## config.mk

```make
export PLATFORM = sky130hd
export DESIGN_NAME = game_control
export DESIGN_NICKNAME = d
export VERILOG_FILES = /design/src/rtl/game_control_pkg.sv /design/src/rtl/game_control_tick_gen.sv /design/src/rtl/game_control.sv
export SDC_FILE = /design/constraint.sdc
export NUM_CORES = 1
export LEC_CHECK = 0
export CAP_MARGIN = 10
export CORE_UTILIZATION = 30
export DETAILED_ROUTE_END_ITERATION = 16
export PLACE_DENSITY = 0.47
export SYNTH_ARGS = -nofsm -noshare
export SYNTH_HDL_FRONTEND = slang
export SYNTH_SLANG_ARGS = --single-unit
```

## constraint.sdc

```tcl
create_clock -name CLOCK_50 -period 8.2 [get_ports CLOCK_50]
set_input_delay 1.64 -clock CLOCK_50 [delete_from_list [all_inputs] [get_ports CLOCK_50]]
set_output_delay 1.64 -clock CLOCK_50 [all_outputs]
set_load 0.05 [all_outputs]
```

## src/rtl/game_control_pkg.sv

```systemverilog
// ---------------------------------------------------------------------------
// game_control_pkg
//   Shared definitions for the game controller and the sprite controllers:
//   game state encoding, default tick timing, score width and saturation
//   value, and the period decrement/floor helper.
//   No ports (package).
// ---------------------------------------------------------------------------
package game_control_pkg;

  localparam int unsigned PERIOD_W = 20;
  localparam int unsigned SCORE_W  = 10;

  localparam int unsigned TICK_START_DEF = 750000;
  localparam int unsigned TICK_MIN_DEF   = 250000;
  localparam int unsigned TICK_STEP_DEF  = 100;
  localparam int unsigned SCORE_MAX_DEF  = 999;

  typedef enum logic [1:0] {
    ST_IDLE = 2'd0,
    ST_RUN  = 2'd1,
    ST_OVER = 2'd2
  } game_state_t;

  typedef logic [PERIOD_W-1:0] period_t;
  typedef logic [SCORE_W-1:0]  score_t;

  // Next tick period: subtract the step only when the result stays at or
  // above the floor. The comparison is done one bit wider so floor + step
  // cannot wrap, and the subtraction therefore can never underflow.
  function automatic period_t next_period(input period_t cur,
                                          input period_t floor_val,
                                          input period_t step);
    logic [PERIOD_W:0] limit;
    period_t           result;
    limit = {1'b0, floor_val} + {1'b0, step};
    if ({1'b0, cur} >= limit) begin
      result = cur - step;
    end else begin
      result = floor_val;
    end
    return result;
  endfunction

endpackage

```

## src/rtl/game_control_tick_gen.sv

```systemverilog
// ---------------------------------------------------------------------------
// game_control_tick_gen
//   Programmable-period game tick generator. The counter runs 0..period-1
//   while enabled; on the wrap cycle the period shrinks by the step (down to
//   the floor) and game_tick pulses high for one cycle on the following
//   cycle.
//
//   Ports
//     CLOCK_50   in   system clock
//     reset      in   asynchronous, active-high reset
//     load       in   restart: counter := 0, period := TICK_START, no pulse
//     enable     in   counting allowed (RUN and no collision this cycle)
//     game_tick  out  one-cycle pulse, the cycle after a wrap
//     wrap       out  combinational: counter wraps on this edge
// ---------------------------------------------------------------------------
module game_control_tick_gen
  import game_control_pkg::*;
#(
  parameter int unsigned TICK_START = TICK_START_DEF,
  parameter int unsigned TICK_MIN   = TICK_MIN_DEF,
  parameter int unsigned TICK_STEP  = TICK_STEP_DEF
) (
  input  logic CLOCK_50,
  input  logic reset,
  input  logic load,
  input  logic enable,
  output logic game_tick,
  output logic wrap
);

  localparam period_t PERIOD_START = period_t'(TICK_START);
  localparam period_t PERIOD_FLOOR = period_t'(TICK_MIN);
  localparam period_t PERIOD_STEP  = period_t'(TICK_STEP);

  period_t count;
  period_t period;

  // The period never drops below TICK_MIN (>= 1), so period - 1 is safe.
  assign wrap = enable && (count == (period - period_t'(1)));

  always_ff @(posedge CLOCK_50 or posedge reset) begin
    if (reset) begin
      count     <= '0;
      period    <= PERIOD_START;
      game_tick <= 1'b0;
    end else if (load) begin
      count     <= '0;
      period    <= PERIOD_START;
      game_tick <= 1'b0;
    end else begin
      game_tick <= wrap;
      if (wrap) begin
        count  <= '0;
        period <= next_period(period, PERIOD_FLOOR, PERIOD_STEP);
      end else if (enable) begin
        count <= count + period_t'(1);
      end
    end
  end

endmodule

```

## src/rtl/game_control.sv

```systemverilog
// ---------------------------------------------------------------------------
// game_control
//   Top-level game sequencer: start button synchronisation, frame-end
//   collision detection, game state machine, score and best score, and the
//   game tick generator.
//
//   Ports
//     CLOCK_50          in   system clock, single domain
//     reset             in   asynchronous, active-high reset
//     start_n           in   start/restart button, active-low, asynchronous
//     vsync             in   VGA vertical sync, active-low, CLOCK_50 domain
//     player_drawing    in   player sprite covers the current pixel
//     obstacle_drawing  in   [4:0] obstacle N sprite covers the current pixel
//     game_tick         out  one-cycle motion pulse, RUN only
//     score             out  [9:0] current score, saturating
//     max_score         out  [9:0] best score since reset
//     game_over         out  high in OVER
//     running           out  high in RUN
//
//   state   | meaning
//   --------+---------------------------------------------------------------
//   ST_IDLE | after reset, waiting for the first start press
//   ST_RUN  | game in progress, ticks advance motion and score
//   ST_OVER | collision seen, score frozen, waiting for a restart press
// ---------------------------------------------------------------------------
module game_control
  import game_control_pkg::*;
#(
  parameter int unsigned TICK_START = TICK_START_DEF,
  parameter int unsigned TICK_MIN   = TICK_MIN_DEF,
  parameter int unsigned TICK_STEP  = TICK_STEP_DEF,
  parameter int unsigned SCORE_MAX  = SCORE_MAX_DEF
) (
  input  logic         CLOCK_50,
  input  logic         reset,
  input  logic         start_n,
  input  logic         vsync,
  input  logic         player_drawing,
  input  logic [4:0]   obstacle_drawing,
  output logic         game_tick,
  output logic [9:0]   score,
  output logic [9:0]   max_score,
  output logic         game_over,
  output logic         running
);

  localparam score_t SCORE_LIMIT = score_t'(SCORE_MAX);

  game_state_t state;
  game_state_t state_nxt;

  logic       start_sync1;
  logic       start_sync2;
  logic       start_prev;
  logic [1:0] sync_valid;
  logic       start_armed;
  logic       start_evt;

  logic       vsync_q;
  logic       frame_end;

  logic       overlap;
  logic       hit;
  logic       collision;

  logic       load;
  logic       tick_enable;
  logic       tick_wrap;

  // Start button: two-flop synchronizer plus an edge register. The flops
  // reset to the released level, so a button held down across reset release
  // would look like a press. sync_valid tracks when start_sync2 holds a real
  // sample of the pin, and presses are only accepted once the button has
  // been seen released after reset.
  always_ff @(posedge CLOCK_50 or posedge reset) begin
    if (reset) begin
      start_sync1 <= 1'b1;
      start_sync2 <= 1'b1;
      start_prev  <= 1'b1;
      sync_valid  <= 2'b00;
      start_armed <= 1'b0;
    end else begin
      start_sync1 <= start_n;
      start_sync2 <= start_sync1;
      start_prev  <= start_sync2;
      sync_valid  <= {sync_valid[0], 1'b1};
      if (sync_valid[1] && start_sync2) begin
        start_armed <= 1'b1;
      end
    end
  end

  assign start_evt = start_armed && start_prev && !start_sync2;

  always_ff @(posedge CLOCK_50 or posedge reset) begin
    if (reset) begin
      vsync_q <= 1'b1;
    end else begin
      vsync_q <= vsync;
    end
  end

  assign frame_end = vsync_q && !vsync;
  assign overlap   = player_drawing && (|obstacle_drawing);

  // An overlap on the frame-end cycle itself still counts for that frame.
  assign collision = (state == ST_RUN) && frame_end && (hit || overlap);

  // A collision suppresses a coincident counter wrap: no tick, no point.
  assign tick_enable = (state == ST_RUN) && !collision;

  always_ff @(posedge CLOCK_50 or posedge reset) begin
    if (reset) begin
      state <= ST_IDLE;
    end else begin
      state <= state_nxt;
    end
  end

  always_comb begin
    state_nxt = state;
    load      = 1'b0;
    case (state)
      ST_IDLE, ST_OVER: begin
        if (start_evt) begin
          state_nxt = ST_RUN;
          load      = 1'b1;
        end
      end
      ST_RUN: begin
        if (collision) begin
          state_nxt = ST_OVER;
        end
      end
      default: begin
        state_nxt = ST_IDLE;
      end
    endcase
  end

  assign running   = (state == ST_RUN);
  assign game_over = (state == ST_OVER);

  // The score advances on the wrap edge, the same edge that raises
  // game_tick, so score and pulse change together. The best score is
  // captured on the collision edge, which is the edge entering OVER.
  always_ff @(posedge CLOCK_50 or posedge reset) begin
    if (reset) begin
      score     <= '0;
      max_score <= '0;
      hit       <= 1'b0;
    end else begin
      if (load) begin
        score <= '0;
      end else if (tick_wrap && (score < SCORE_LIMIT)) begin
        score <= score + score_t'(1);
      end

      if (collision && (score > max_score)) begin
        max_score <= score;
      end

      if (load || frame_end) begin
        hit <= 1'b0;
      end else if ((state == ST_RUN) && overlap) begin
        hit <= 1'b1;
      end
    end
  end

  game_control_tick_gen #(
    .TICK_START (TICK_START),
    .TICK_MIN   (TICK_MIN),
    .TICK_STEP  (TICK_STEP)
  ) u_tick_gen (
    .CLOCK_50  (CLOCK_50),
    .reset     (reset),
    .load      (load),
    .enable    (tick_enable),
    .game_tick (game_tick),
    .wrap      (tick_wrap)
  );

endmodule

```

==> run_results.csv, run 1 <==
group,metric,value,unit
outcome,status,"finished, final reports clean",
synthesis,syn-num-nets,500,
setup_path,worst-r2r-cell-count,10,
clock_tree,path_clk_slew,0.05,ns
synthesis,yosysUniqueCellTypes,59,
grt,grt_busiest_layer,"met2",
clock_tree,cts_resized,0,
hold_path,hold_end,"sync_valid[1]$_DFF_PP0_",
floorplan,core.rowCount,43,
placement,place.gp.congestion,0.795,
grt,grt_use_met1,20.2,%
cells_and_area,fin_nets,522,
timing,min_period_over_period,57.9,%
route,wirelength,10300,um
clock_tree,cts_buffers,9,
timing,relSlewSlack,42.2,%
floorplan,fp.dieH,121,um
clock_tree,ctsRootBufferMaster,"clkbuf_16",
route,ant_nets,0,
synthesis,synthCells,475,
floorplan,core-area,0.0139,sq mm
flow_run,maxCapViolCount,0,
synthesis,seq_area_frac_synth,41.0,%
clock_tree,clkLatencyLatePin,0.34,ns
pwr,powerDensity,185,mW/mm^2
synthesis,synth_area,0.00426,sq mm
grt,gr-usage-all-layers,15.3,%
synthesis,avgSynthCellArea,8.96,sq um
pwr,irDropWorstVdd,0.123,mV
clock_tree,clk_path_buf_depth,2,
setup_path,r2r_start,"u_tick_gen.period[2]$_DFFE_PP0P_",
setup_path,crit_chain,"clkdlybuf4s50_1, or4_1, o21ai_0, a21boi_0, nor3b_1, nor4b_4, nand3b_2, nand2_1, o22ai_1",
timing,drv_slew,0,
route,via_count,3411,
placement,hpwlAfterDp,7350,um
setup_path,arrival,4.94,ns
route,drt-initial-drc-count,127,
timing,hold_viol,0,
grt,globalRouteMet3Util,4.23,%
synthesis,synthArstFlopShare,100,%
floorplan,fp.dieArea,0.0147,sq mm
timing,finalSetupViolations,0,
timing,min_period,4.75,ns
setup_path,r2r-end,"u_tick_gen.period[3]$_DFFE_PP0P_",
cells_and_area,area_delta_synth_final,17.7,%
setup_path,cp-end-kind,"flop",
floorplan,initial_utilization,30.7,%
synthesis,synth-edff-count,0,
clock_tree,cts_setup_buffers,0,
clock_tree,cts_tree,"built",
grt,antenna_found_initial,0,
route,drt_pre_antenna_iters,4,
hold_path,min_from,"sync_valid[0]$_DFF_PP0_",
cells_and_area,num_antenna_cells,0,
clock_tree,h-tree-depth,3,
hold_path,hold_depth,0,
floorplan,io_pins,33,
synthesis,ys.flop_type,"dfrtp_1",
route,via_per_inst,5.00,
setup_path,cpPeakStageDelay,0.71,ns
cells_and_area,drive_gt1_share,11.0,%
setup_path,path_class,"input pin to flop",
grt,grt_pass1_vias,3317,
clock_tree,cts-hold-fix-buffers,0,
placement,io_buffers,32,
timing,finalSetupTns,0,ns
grt,grt_max_degree,70,
timing,worst_pin_slew,0.864,ns
grt,gr-total-overflow,0,
pwr,total_power,0.000925,W
floorplan,fp.dieW,121,um
setup_path,crit_path_max_fanout,30,
timing,max_freq,210,MHz
timing,fin_worst_skew,0.00678,ns
grt,met2_usage,24.4,%
synthesis,ys_ff_latch,69,
setup_path,startpoint_type,"input pin",
route,drc,0,
synthesis,synth_warnings,0,
setup_path,required,8.39,ns
timing,rsz0062_at_grt,"false",
grt,grt_pass1_wl,17300,um
route,routedWlPerCell,15.1,um
clock_tree,clock_sinks,69,
setup_path,r2r_setup_slack,4.27,ns
setup_path,cpMaxStageDelayCell,"nand2_1",
pwr,leakagePower,2.08,nW
hold_path,min_path_type,"flop to flop",
## through the flow
stage	cell area, sq um	hold slack, ns	utilization (%)	setup slack (ns)	instances
CTS	5010	0.351	36.1	3.41	682
floorplan	4260	0.331	-	4.24	475
global route	5010	0.354	36.1	3.08	682
global placement	4720	0.334	34.0	3.14	666
detailed placement	4720	0.339	34.0	3.06	666
finish	5010	0.347	36.1	3.45	682
## layout make-up
cell class	instances	area, sq um
clock buffers	15	268
clock inverters	1	30.0
fillers	1452	8870
inverters	20	75.1
multi-input cells	362	2330
flip-flops and latches	69	1740
well taps	180	225
repair buffers	35	343
## worst max-delay path: cells and delay by family
family / cells / cell delay, ns
and+or+nand+nor: 5 / 2.33
AOI/OAI and AO/OA: 3 / 0.58
buffers and inverters: 1 / 0.39
## Yosys cell counts (all sizes together) (15+ instances only)
cell type,number,area [sq um]
o21ai,18,90.1
clkbuf,17,63.8
a21oi,26,130
dfrtp,55,1380
xnor2,19,166
nand4,18,113
ha,15,188
nor2,54,210
nor3,16,85.1
inv,20,75.1
nand2,49,184
xor2,21,184
## state kept, by name (all words and copies together) (netlist names)
signal	cells
u_tick_gen.count	20
state	2
start_prev	1
start_sync2	1
max_score	10
vsync_q	1
sync_valid	2
start_sync1	1
hit	1
score	10
u_tick_gen.period	18
u_tick_gen.game_tick	1
start_armed	1
## power by group
part / switching, W / leakage (nW) / internal, W / total [W]
Combinational: 0.0000987 / 1.03 / 0.0000529 / 0.000152
Clock: 0.000141 / 0.144 / 0.000252 / 0.000393
Sequential: 0.0000204 / 0.898 / 0.000360 / 0.000381
Total: 0.000260 / 2.08 / 0.000666 / 0.000925
## kinds of logic after synthesis
group | share of synthesized area, %
AND/OR/NAND/NOR | 26.0
other | 0.0881
AO/OA/AOI/OAI | 11.1
flip-flops | 41.0
adder cells (fa/ha/maj) | 4.41
multiplexers | 4.82
XOR/XNOR | 8.23
buffers and inverters | 4.35
## metal layers
metal,wire length (um),up-vias
met5,0,-
met4,104,0
met3,336,6
met2,4910,43
met1,4930,1650
li1,-,1712
## cell usage in the layout, fill, tap and decap left out, types with 5 or more instances in the layout
master / count
nor3_1: 15
dfstp_2: 14
inv_1: 19
nand2_1: 49
nor2b_1: 5
nand3_1: 14
mux2i_1: 7
or3_1: 7
xnor2_1: 19
a21oi_1: 26
ha_1: 15
or4_1: 6
nand4_1: 18
mux2_2: 12
nor2_1: 53
clkdlybuf4s50_1: 32
dfrtp_1: 55
clkbuf_16: 9
xor2_1: 21
o21ai_0: 17
nand2b_1: 6
and3_1: 11
## worst max-delay path by stage
stage                                    from                                to  cells past startpoint
after detailed placement  obstacle_drawing[0]  u_tick_gen.period[3]$_DFFE_PP0P_                      9
after global placement    obstacle_drawing[0]  u_tick_gen.period[3]$_DFFE_PP0P_                      9
after floorplan           obstacle_drawing[0]              score[6]$_DFFE_PP0P_                      9
after global routing      obstacle_drawing[0]  u_tick_gen.period[3]$_DFFE_PP0P_                      9
final                     obstacle_drawing[0]  u_tick_gen.period[3]$_DFFE_PP0P_                      9
after CTS                 obstacle_drawing[0]  u_tick_gen.period[3]$_DFFE_PP0P_                      9
Power figures use the tool's default switching activity.
==> run 2: changes to the inputs <==
--- a/config.mk
+++ b/config.mk
@@ -8,7 +8,7 @@
 export CAP_MARGIN = 10
 export CORE_UTILIZATION = 30
 export DETAILED_ROUTE_END_ITERATION = 16
-export PLACE_DENSITY = 0.47
+export PLACE_DENSITY = 0.48
 export SYNTH_ARGS = -nofsm -noshare
 export SYNTH_HDL_FRONTEND = slang
 export SYNTH_SLANG_ARGS = --single-unit
==> constraint.sdc (replaced) <==
create_clock -name CLOCK_50 -period 4.3 [get_ports CLOCK_50]
set_input_delay 0.86 -clock CLOCK_50 [delete_from_list [all_inputs] [get_ports CLOCK_50]]
set_output_delay 0.86 -clock CLOCK_50 [all_outputs]
set_load 0.05 [all_outputs]
==> run_results.csv, run 2 (same netlist as run 1, synthesis figures left out) <==
group,metric,value,unit
floorplan,core.rowCount,43,
pwr,irDropWorstVdd,0.262,mV
clock_tree,clock_sinks,69,
timing,finalSetupTns,0,ns
setup_path,crit_path_max_fanout,17,
timing,fin_worst_skew,0.00676,ns
cells_and_area,drive_gt1_share,12.8,%
cells_and_area,area_delta_synth_final,19.6,%
clock_tree,clk_path_buf_depth,2,
clock_tree,cts_buffers,9,
timing,worst_pin_slew,0.852,ns
clock_tree,cts_setup_buffers,0,
setup_path,startpoint_type,"flop",
grt,grt_max_degree,46,
cells_and_area,final_common_cell,"dfrtp_1",
setup_path,r2r_start,"u_tick_gen.period[2]$_DFFE_PP0P_",
timing,min_period_over_period,83.2,%
cells_and_area,num_antenna_cells,0,
route,via_per_inst,5.09,
cells_and_area,fin_nets,528,
grt,antenna_found_initial,0,
pwr,total_power,0.00186,W
route,ant_nets,0,
hold_path,min_from,"sync_valid[0]$_DFF_PP0_",
setup_path,cpMaxStageDelayCell,"dfrtp_1",
timing,relSlewSlack,43.0,%
clock_tree,clkLatencyLatePin,0.34,ns
cells_and_area,final_core_util,36.7,%
route,drc,0,
setup_path,required,4.52,ns
route,drt-initial-drc-count,212,
setup_path,worst-r2r-cell-count,10,
outcome,status,"finished, final reports clean",
floorplan,fp.dieH,121,um
setup_path,r2r-end,"u_tick_gen.period[6]$_DFFE_PP0P_",
floorplan,core-area,0.0139,sq mm
placement,place.gp.congestion,0.870,
pwr,leakagePower,2.12,nW
floorplan,io_pins,33,
placement,io_buffers,32,
route,via_count,3503,
grt,grt_pass1_wl,17200,um
setup_path,path_class,"flop to flop",
route,drt_pre_antenna_iters,5,
cells_and_area,final_cell_count_no_fill,688,
cells_and_area,largest_reg_flops,20,
floorplan,fp.dieW,121,um
pwr,powerDensity,365,mW/mm^2
placement,dp.cells,672,
setup_path,cp_top_family,"simple AND/OR/NAND/NOR gates",
setup_path,crit_chain,"inv_1, ha_1, nor2b_1, nand3_1, nor3b_1, a21oi_1, nor3b_1, nand3b_2, and2_0, a211o_1",
hold_path,min_path_type,"flop to flop",
clock_tree,cts_tree,"built",
timing,hold_viol,0,
grt,grt_pass1_vias,3347,
setup_path,crit_buf_inv,1,
timing,max_freq,279,MHz
clock_tree,ctsRootBufferMaster,"clkbuf_16",
clock_tree,path_clk_slew,0.06,ns
clock_tree,h-tree-depth,3,
grt,gr-total-overflow,0,
setup_path,cpPeakStageDelay,0.48,ns
setup_path,r2r_setup_slack,0.72,ns
timing,rsz0062_at_grt,"false",
route,wirelength,10200,um
cells_and_area,mostFrequentLayoutCells,"dfrtp_1 (55), nor2_1 (53), nand2_1 (49)",
setup_path,arrival,3.80,ns
cells_and_area,largest_register,"u_tick_gen.count",
placement,hpwlAfterDp,7410,um
timing,min_period,3.58,ns
clock_tree,cts-hold-fix-buffers,0,
hold_path,hold_end,"sync_valid[1]$_DFF_PP0_",
timing,drv_slew,0,
cells_and_area,largestRegisters,"u_tick_gen.count x20, u_tick_gen.period x18",
route,routedWlPerCell,14.8,um
clock_tree,cts_resized,0,
flow_run,maxCapViolCount,0,
timing,finalSetupViolations,0,
setup_path,crit_top_cell,"nor3b_1",
hold_path,hold_depth,0,
grt,gr-usage-all-layers,15.1,%
floorplan,fp.dieArea,0.0147,sq mm
setup_path,cp-end-kind,"flop",
floorplan,initial_utilization,30.7,%
## run 2: how the worst max path moves through the flow
| stage | from | end | slack [ns] | cells after the start |
|---|---|---|---|---|
| 2_1_floorplan | obstacle_drawing[0] | score[6]$_DFFE_PP0P_ | 1.12 | 9 |
| 3_3_place_gp | obstacle_drawing[0] | u_tick_gen.period[6]$_DFFE_PP0P_ | 0.45 | 9 |
| 4_1_cts | u_tick_gen.period[2]$_DFFE_PP0P_ | u_tick_gen.period[6]$_DFFE_PP0P_ | 0.71 | 10 |
| 6_report | u_tick_gen.period[2]$_DFFE_PP0P_ | u_tick_gen.period[6]$_DFFE_PP0P_ | 0.72 | 10 |
| 3_5_place_dp | obstacle_drawing[0] | u_tick_gen.period[6]$_DFFE_PP0P_ | 0.40 | 9 |
| 5_1_grt | u_tick_gen.period[2]$_DFFE_PP0P_ | score[3]$_DFFE_PP0P_ | 0.36 | 10 |
## run 2: stage by stage
step                instance area, sq um  hold WS [ns]  setup WS, ns
floorplan                           4260         0.331          1.12
global placement                    4760         0.335         0.454
detailed placement                  4760         0.340         0.401
CTS                                 5090         0.354         0.709
global route                        5090         0.356         0.360
finish                              5090         0.350         0.721
## run 2: worst register-to-register path, stage by stage, from the launching register on
cell and delay, ns:
dfrtp_1 0.48, inv_1 0.16, ha_1 0.37, nor2b_1 0.37, nand3_1 0.20, nor3b_1 0.24, a21oi_1 0.10, nor3b_1 0.45
nand3b_2 0.37, and2_0 0.39, a211o_1 0.33
## run 2: cell type report
type | instances | area, sq um
multi-input cells | 362 | 2330
well taps | 180 | 225
inverters | 20 | 75.1
fillers | 1480 | 8790
clock inverters | 6 | 93.8
flip-flops and latches | 69 | 1740
repair buffers | 41 | 388
clock buffers | 10 | 239
## run 2: routing by layer
layer,GRT usage [%],routed length (um)
met1,20.5,5000
met2,22.5,4530
met3,4.56,439
met4,5.48,244
met5,0,0
## run 2: where the power goes
group	leakage (nW)	total, W	switching (W)	internal, W
clock network	0.160	0.000833	0.000304	0.000529
logic	1.06	0.000309	0.000201	0.000108
registers	0.898	0.000716	0.0000286	0.000687
total	2.12	0.00186	0.000534	0.00132
